`src/rtl/pipe_reg_elastic_pkg.sv`:
```
// Shared count type and occupancy constants for the elastic pipeline register.
// Latency: none (types/functions only). Backpressure: not applicable.
package pipe_pkg;

  typedef logic [1:0] pipe_cnt_t;

  localparam pipe_cnt_t PIPE_CNT_EMPTY = 2'd0;
  localparam pipe_cnt_t PIPE_CNT_ONE   = 2'd1;
  localparam pipe_cnt_t PIPE_CNT_FULL  = 2'd2;

  function automatic pipe_cnt_t pipe_cnt(input logic main_vld, input logic skid_vld);
    return pipe_cnt_t'({1'b0, main_vld} + {1'b0, skid_vld});
  endfunction

endpackage

```
`src/rtl/pipe_reg_elastic_entry.sv`:
```
// One payload register plus valid bit; reset > clear > load > kill.
// Latency: 1 cycle from load to vld. Backpressure: none, caller decides load/kill.
module pipe_entry
  import pipe_pkg::*;
#(
  parameter int WIDTH      = 32,
  parameter bit CLEAR_DATA = 1'b1
) (
  input  logic             clk,
  input  logic             reset,
  input  logic             clear,
  input  logic             load,
  input  logic             kill,
  input  logic [WIDTH-1:0] load_dat,
  output logic             vld,
  output logic [WIDTH-1:0] dat
);

  logic             vld_q, vld_d;
  logic [WIDTH-1:0] dat_q, dat_d;

  always_comb begin
    vld_d = vld_q;
    dat_d = dat_q;
    if (clear) begin
      vld_d = 1'b0;
      if (CLEAR_DATA) dat_d = '0;
    end else if (load) begin
      vld_d = 1'b1;
      dat_d = load_dat;
    end else if (kill) begin
      vld_d = 1'b0;
    end
  end

  // With CLEAR_DATA=0 the data register simply holds through reset.
  always_ff @(posedge clk) begin
    if (reset) begin
      vld_q <= 1'b0;
      if (CLEAR_DATA) dat_q <= '0;
    end else begin
      vld_q <= vld_d;
      dat_q <= dat_d;
    end
  end

  assign vld = vld_q;
  assign dat = dat_q;

endmodule

```
`src/rtl/pipe_reg_elastic.sv`:
```
// Elastic valid/ready pipeline register; PIPE_SKID_EN adds a skid entry (registered in_ready).
// Latency: 1 cycle when empty. Backpressure: single-entry mode passes out_ready to in_ready combinationally.
module pipe_reg_elastic
  import pipe_pkg::*;
#(
  parameter int WIDTH      = 32,
  parameter bit CLEAR_DATA = 1'b1
) (
  input  logic             clk,
  input  logic             reset,
  input  logic             clear,
  input  logic             in_valid,
  output logic             in_ready,
  input  logic [WIDTH-1:0] in_data,
  output logic             out_valid,
  input  logic             out_ready,
  output logic [WIDTH-1:0] out_data,
  output pipe_cnt_t        count
);

  logic             main_vld;
  logic [WIDTH-1:0] main_dat;
  logic             main_load;
  logic             main_kill;
  logic [WIDTH-1:0] main_load_dat;
  logic             in_xfer;
  logic             out_xfer;

  assign in_xfer   = in_valid && in_ready;
  assign out_xfer  = main_vld && out_ready;
  assign out_valid = main_vld;
  assign out_data  = main_dat;

`ifdef PIPE_SKID_EN
  logic             skid_vld;
  logic [WIDTH-1:0] skid_dat;
  logic             skid_load;
  logic             skid_kill;

  // skid_vld is a flop, so in_ready never sees out_ready within the cycle.
  assign in_ready = !skid_vld && !reset;

  always_comb begin
    main_load     = (in_xfer && (!main_vld || out_xfer)) || (skid_vld && out_xfer);
    main_load_dat = skid_vld ? skid_dat : in_data;
    main_kill     = out_xfer;
    skid_load     = in_xfer && main_vld && !out_xfer;
    skid_kill     = skid_vld && out_xfer;
  end

  pipe_entry #(
    .WIDTH      (WIDTH),
    .CLEAR_DATA (CLEAR_DATA)
  ) u_skid (
    .clk      (clk),
    .reset    (reset),
    .clear    (clear),
    .load     (skid_load),
    .kill     (skid_kill),
    .load_dat (in_data),
    .vld      (skid_vld),
    .dat      (skid_dat)
  );

  assign count = pipe_cnt(main_vld, skid_vld);
`else
  assign in_ready = !reset && (!main_vld || out_ready);

  always_comb begin
    main_load     = in_xfer;
    main_load_dat = in_data;
    main_kill     = out_xfer;
  end

  assign count = pipe_cnt(main_vld, 1'b0);
`endif

  pipe_entry #(
    .WIDTH      (WIDTH),
    .CLEAR_DATA (CLEAR_DATA)
  ) u_main (
    .clk      (clk),
    .reset    (reset),
    .clear    (clear),
    .load     (main_load),
    .kill     (main_kill),
    .load_dat (main_load_dat),
    .vld      (main_vld),
    .dat      (main_dat)
  );

endmodule
```
`config.mk`:
```
export PLATFORM = sky130hd
export DESIGN_NAME = pipe_reg_elastic
export DESIGN_NICKNAME = d
export VERILOG_FILES = /design/src/rtl/pipe_reg_elastic_pkg.sv /design/src/rtl/pipe_reg_elastic_entry.sv /design/src/rtl/pipe_reg_elastic.sv
export SDC_FILE = /design/constraint.sdc
export NUM_CORES = 1
export LEC_CHECK = 0
export ABC_AREA = 0
export CORE_UTILIZATION = 24
export DETAILED_ROUTE_END_ITERATION = 8
export GPL_TIMING_DRIVEN = 0
export SLEW_MARGIN = 0
export SYNTH_ARGS = -nofsm -noshare
export SYNTH_HDL_FRONTEND = slang
export SYNTH_SLANG_ARGS = --single-unit
export TNS_END_PERCENT = 30
```
`constraint.sdc`:
```
create_clock -name clk -period 1.55 [get_ports clk]
set_input_delay 0.31 -clock clk [delete_from_list [all_inputs] [get_ports clk]]
set_output_delay 0.31 -clock clk [all_outputs]
set_load 0.05 [all_outputs]
```
; After elaboration in Yosys (flattened, before gate mapping)
; Cells that the tools add are included.
[totals]
register_bits = 33
latchBits = 0
mem_bits_rw = 0
rom_bits = 0
in_bits = 37
out_inout_bits = 36
word_cells = 12
n_memories = 0
[op_classes]
addsub = 0
n_mul = 0
div = 0
magnitude_cmp = 0
n_eq_ne = 0
n_shift = 0
muxes = 2
bitwise = 0
n_reduce_logical = 8
[ops]
columns = operator, n
row1 = logical AND 1 bit, 3
row2 = zero test 1 bit, 2
row3 = two-way mux 1 bit, 2
row4 = nonzero test 2 bit, 1
row5 = OR reduction 2 bit, 1
row6 = logical OR 1 bit, 1

; Depth between registers and ports, before layout
[logic_depth]
word_depth = 5
mapped_depth = 5
depth_no_buf = 3

; By module
; A second synthesis with hierarchy kept.
[unflattened]
cells_unflattened = 116
area_unflattened_um2 = 1278.7
[by_module_without_submodules]
columns = module, instances, cells_per_inst, area_each_um2, seq_area_each_um2
row1 = pipe_entry, 1, 109, 1222.4, 660.6
row2 = pipe_reg_elastic, 1, 7, 56.3, 0.0

; Least setup slack after synthesis
; OpenSTA, ideal clock, no wires.
[synth_path]
kind = register to output
from = register u_main.vld_q (netlist: u_main.vld)
to = output in_ready
t_arrival_ns = 1.344
required_ns = 1.240
path_slack_ns = -0.104
path_stages_with_launch = 3
n_path_buf = 0
cell_sequence = dfxtp_1 -> nor2b_1 -> nor2_1
[synth_via]
elab_chain_cells = 3
[synth_lines]
columns = item, line_no
row1 = start: declaration, pipe_reg_elastic_entry.sv:19  ; logic vld_q, vld_d;
row2 = start signal: assignment, pipe_reg_elastic_entry.sv:42  ; vld_q <= vld_d;
row3 = zero test 1 bit, pipe_reg_elastic.sv:67  ; assign in_ready = !reset && (!main_vld || out_ready);
row4 = logical OR 1 bit, pipe_reg_elastic.sv:67
row5 = logical AND 1 bit, pipe_reg_elastic.sv:67
row6 = end: declaration, pipe_reg_elastic.sv:13  ; output logic in_ready,
; No other way between the ends.

; Worst setup path in the final report
[layout_path]
from = input out_ready
to = output in_ready
[layout_via]
elab_chain_cells = 2
[layout_lines]
columns = item, line_no
row1 = start: declaration, pipe_reg_elastic.sv:16  ; input logic out_ready,
row2 = logical OR 1 bit, pipe_reg_elastic.sv:67
row3 = logical AND 1 bit, pipe_reg_elastic.sv:67
; No other way between the ends.

==> results by group <==
Logic synthesis
  – Synth area leaders: dfxtp_1, o21ai_2, nand4_1, nand2_1, buf_2
  – Synth area leader: dfxtp_1
  – Mux cell area share after synthesis: 0%
  – Simple-gate share of the synthesized area: 24.93%
  – Warnings, synthesis: 0
  – Mapped cell area: 1425 sq um
  – Sequential fraction of the synthesis area: 46.36%
  – Yosys reg bits: 33
  – Post-synthesis net count: 194
  – Yosys cell types: 16
  – Share of the synthesized area in the top cell type: 46.36%
  – Largest family of logic cells by synthesized area: simple AND/OR/NAND/NOR gates
  – Compound-Gate Fraction of Synth Area: 19.67%
  – Adder-Cell Fraction of Synth Area: 0%
  – Mapped Avg Cell Area: 9.077 sq um
  – Syn Inst Count: 157
  – XOR/XNOR Fraction of Synth Area: 0%

Timing
  – Max Clock Skew: 0.003463 ns
  – WHS: about 0.45 ns
  – Fmax: 666.9 MHz
  – Final worst path period share: 96.74%
  – Final Max Tran Viols: 0
  – RSZ-0062 raised after global routing: false
  – Worst slew pin tran: between 0.5 and 0.6 ns
  – Slew headroom: 64.72%
  – Crit path time final: 1.499 ns
  – Hold Violations, Final: 0
  – Setup violators final: 0

Routing
  – Routed Antenna Nets: 0
  – Total Wirelength: slightly below 4000 um
  – Via count: approximately 1400
  – Vias per cell: 4.653
  – # DRC: 0
  – WL per Instance: 12.87 um
  – First-pass DRT Iterations: 4
  – Initial DRC Count: 59

Worst hold path
  – Min-delay worst type: reg -> reg
  – Depth of the worst hold-timing path: 2

Critical path
  – CP max FO: 2
  – Critical path arrival: 1.19 ns
  – Slowest cell on crit path: clkdlybuf4s50_1
  – CP delay by family, top: buffers and inverters
  – Crit. End Element: output pin
  – WP depth: 4
  – Critical path class: in -> out
  – CP startpoint kind: primary input
  – CP max stage delay: 0.47 ns
  – Cell Chain, Critical Path: clkdlybuf4s50_1 > nor2b_1 > nor2_2 > clkbuf_2
  – Buffers plus inverters on the worst setup path: 2
  – R2R depth: 5
  – Required time of the critical path: between 1 and 1.5 ns

Clock network
  – Clock sink count: 33
  – Clk buf depth: 2
  – CTS tree: built
  – Clk pin slew, worst setup/hold paths: 0.06 ns
  – Cts bufs inserted: 5
  – Hold_buf cts: 0
  – Root Buffer: clkbuf_8
  – Clock latency on the worst-skew pair: between 0.2 and 0.3 ns
  – # H-tree levels: 2

Floorplanning
  – Core area: 5608 sq um
  – Die area: 6250 sq um
  – Initial Util: 25.41%
  – IO Pins: 73
  – Row count: 27
  – Die width: 79.06 um
  – Height of the die: 79.06 um

Power
  – Lkg Pwr: 0.9723 nW
  – P per Cell Area: between 800 and 900 nW/um^2
  – Pwr Total: approximately 1.8 mW
  – Peak VDD IR: 0.5261 mV

Global route
  – Tot GR Track Use: 13.75%
  – Vias in the first global route: 1421
  – GRT overflow: 0
  – First-pass GRT wire length: between 6000 and 7000 um
  – Initial antenna violation count: 0
  – Largest net degree at the start of global routing: 11

Placement
  – Dpl hpwl: 2816 um
  – Final GP Congestion: 0.6733
  – Placed cell area: approximately 2200 sq um
  – Placed Cells: 300
  – PortBufs: between 70 and 80

Cells and area
  – Commonest non-fill, non-tap cell in the layout: clkdlybuf4s50_1
  – Synthesis-to-layout area growth: 58.82%
  – ANT cells: 0
  – Post-Layout Cell Count: 308
  – Share of layout cells above drive strength 1: roughly 25%
  – # fillers: around 630
  – Finished Core Util: 40.36%
  – Cell area after layout: 2263 sq um
  – Nets: 272
  – Most frequent cells in the layout: clkdlybuf4s50_1, dlygate4sd2_1, dfxtp_1

Outcome
  – Outcome: completed

Run
  – Max-Cap Viols: 0
## worst reg2reg max path, stage by stage (launching register included)
cell,delay [ns]
dfxtp_1,0.33
nand2b_1,0.07
clkbuf_2,0.16
and2_4,0.20
buf_6,0.18
o21ai_2,0.08
## sequential cells by signal, summed over array words and instances (netlist names)
register    count
u_main.dat     32
u_main.vld      1
## cell usage after synthesis
| cell | instances |
|---|---|
| and2_4 | 1 |
| buf_2 | 11 |
| buf_4 | 3 |
| buf_6 | 3 |
| clkbuf_1 | 1 |
| clkbuf_2 | 2 |
| conb_1 | 1 |
| dfxtp_1 | 33 |
| nand2_1 | 32 |
| nand2b_1 | 1 |
| nand4_1 | 32 |
| nor2_1 | 2 |
| nor2b_1 | 2 |
| o21a_1 | 1 |
| o21ai_0 | 2 |
| o21ai_2 | 30 |
## power by group
part	total, mW	internal, mW	leakage (nW)	switching (mW)
Combinational	0.338	0.142	0.665	0.196
Sequential	0.878	0.868	0.267	0.00965
Clock	0.611	0.319	0.0395	0.293
## kinds of logic (layout without fill, tap and decap cells)
group,Yosys count,after routing
AOI/OAI and AO/OA,33,33
DFF,33,33
buffers and inverters,20,99
other,1,1
and+or+nand+nor,70,70
## layer usage
metal  track usage [%]  wire length [um]
met1             17.75              1832
met2             21.64              1794
met3             4.023               284
met4             4.909                53
met5                 0                 0
## layout make-up
cell class | count | area, sq um | share of cell area (%)
repair buffers | 71 | 665.6 | 29.41
flip-flops and latches | 33 | 660.6 | 29.19
multi-input cells | 104 | 641.9 | 28.36
plain buffers | 20 | 125.1 | 5.528
well taps | 72 | 90.09 | 3.980
clock buffers | 8 | 80.08 | 3.538
## stage by stage
step	worst slack, ns	setup TNS (ns)
after floorplan	0.1196	0
after global placement	-0.4791	-4.899
after detailed placement	-0.4823	-5.312
after CTS	-0.1798	-0.1798
after global routing	0.01047	0
final	0.05060	0
## repair_timing
| item | in CTS | in global routing |
|---|---|---|
| buffers inserted | 0 | 0 |
| setup endpoints to repair | 35 | 1 |
| resized for setup | 38 | 1 |
| pin swaps | 0 | 0 |
## final timing paths
check,start,endpoint,slack (ns)
worst min-delay path,u_main.dat[4],u_main.dat[4],0.45
worst max register to register,u_main.vld,u_main.dat[13],0.42
worst min register to register,u_main.dat[4],u_main.dat[4],0.45
worst max-delay path,out_ready,in_ready,0.05
Note: power is estimated with default switching activity, not from simulation.
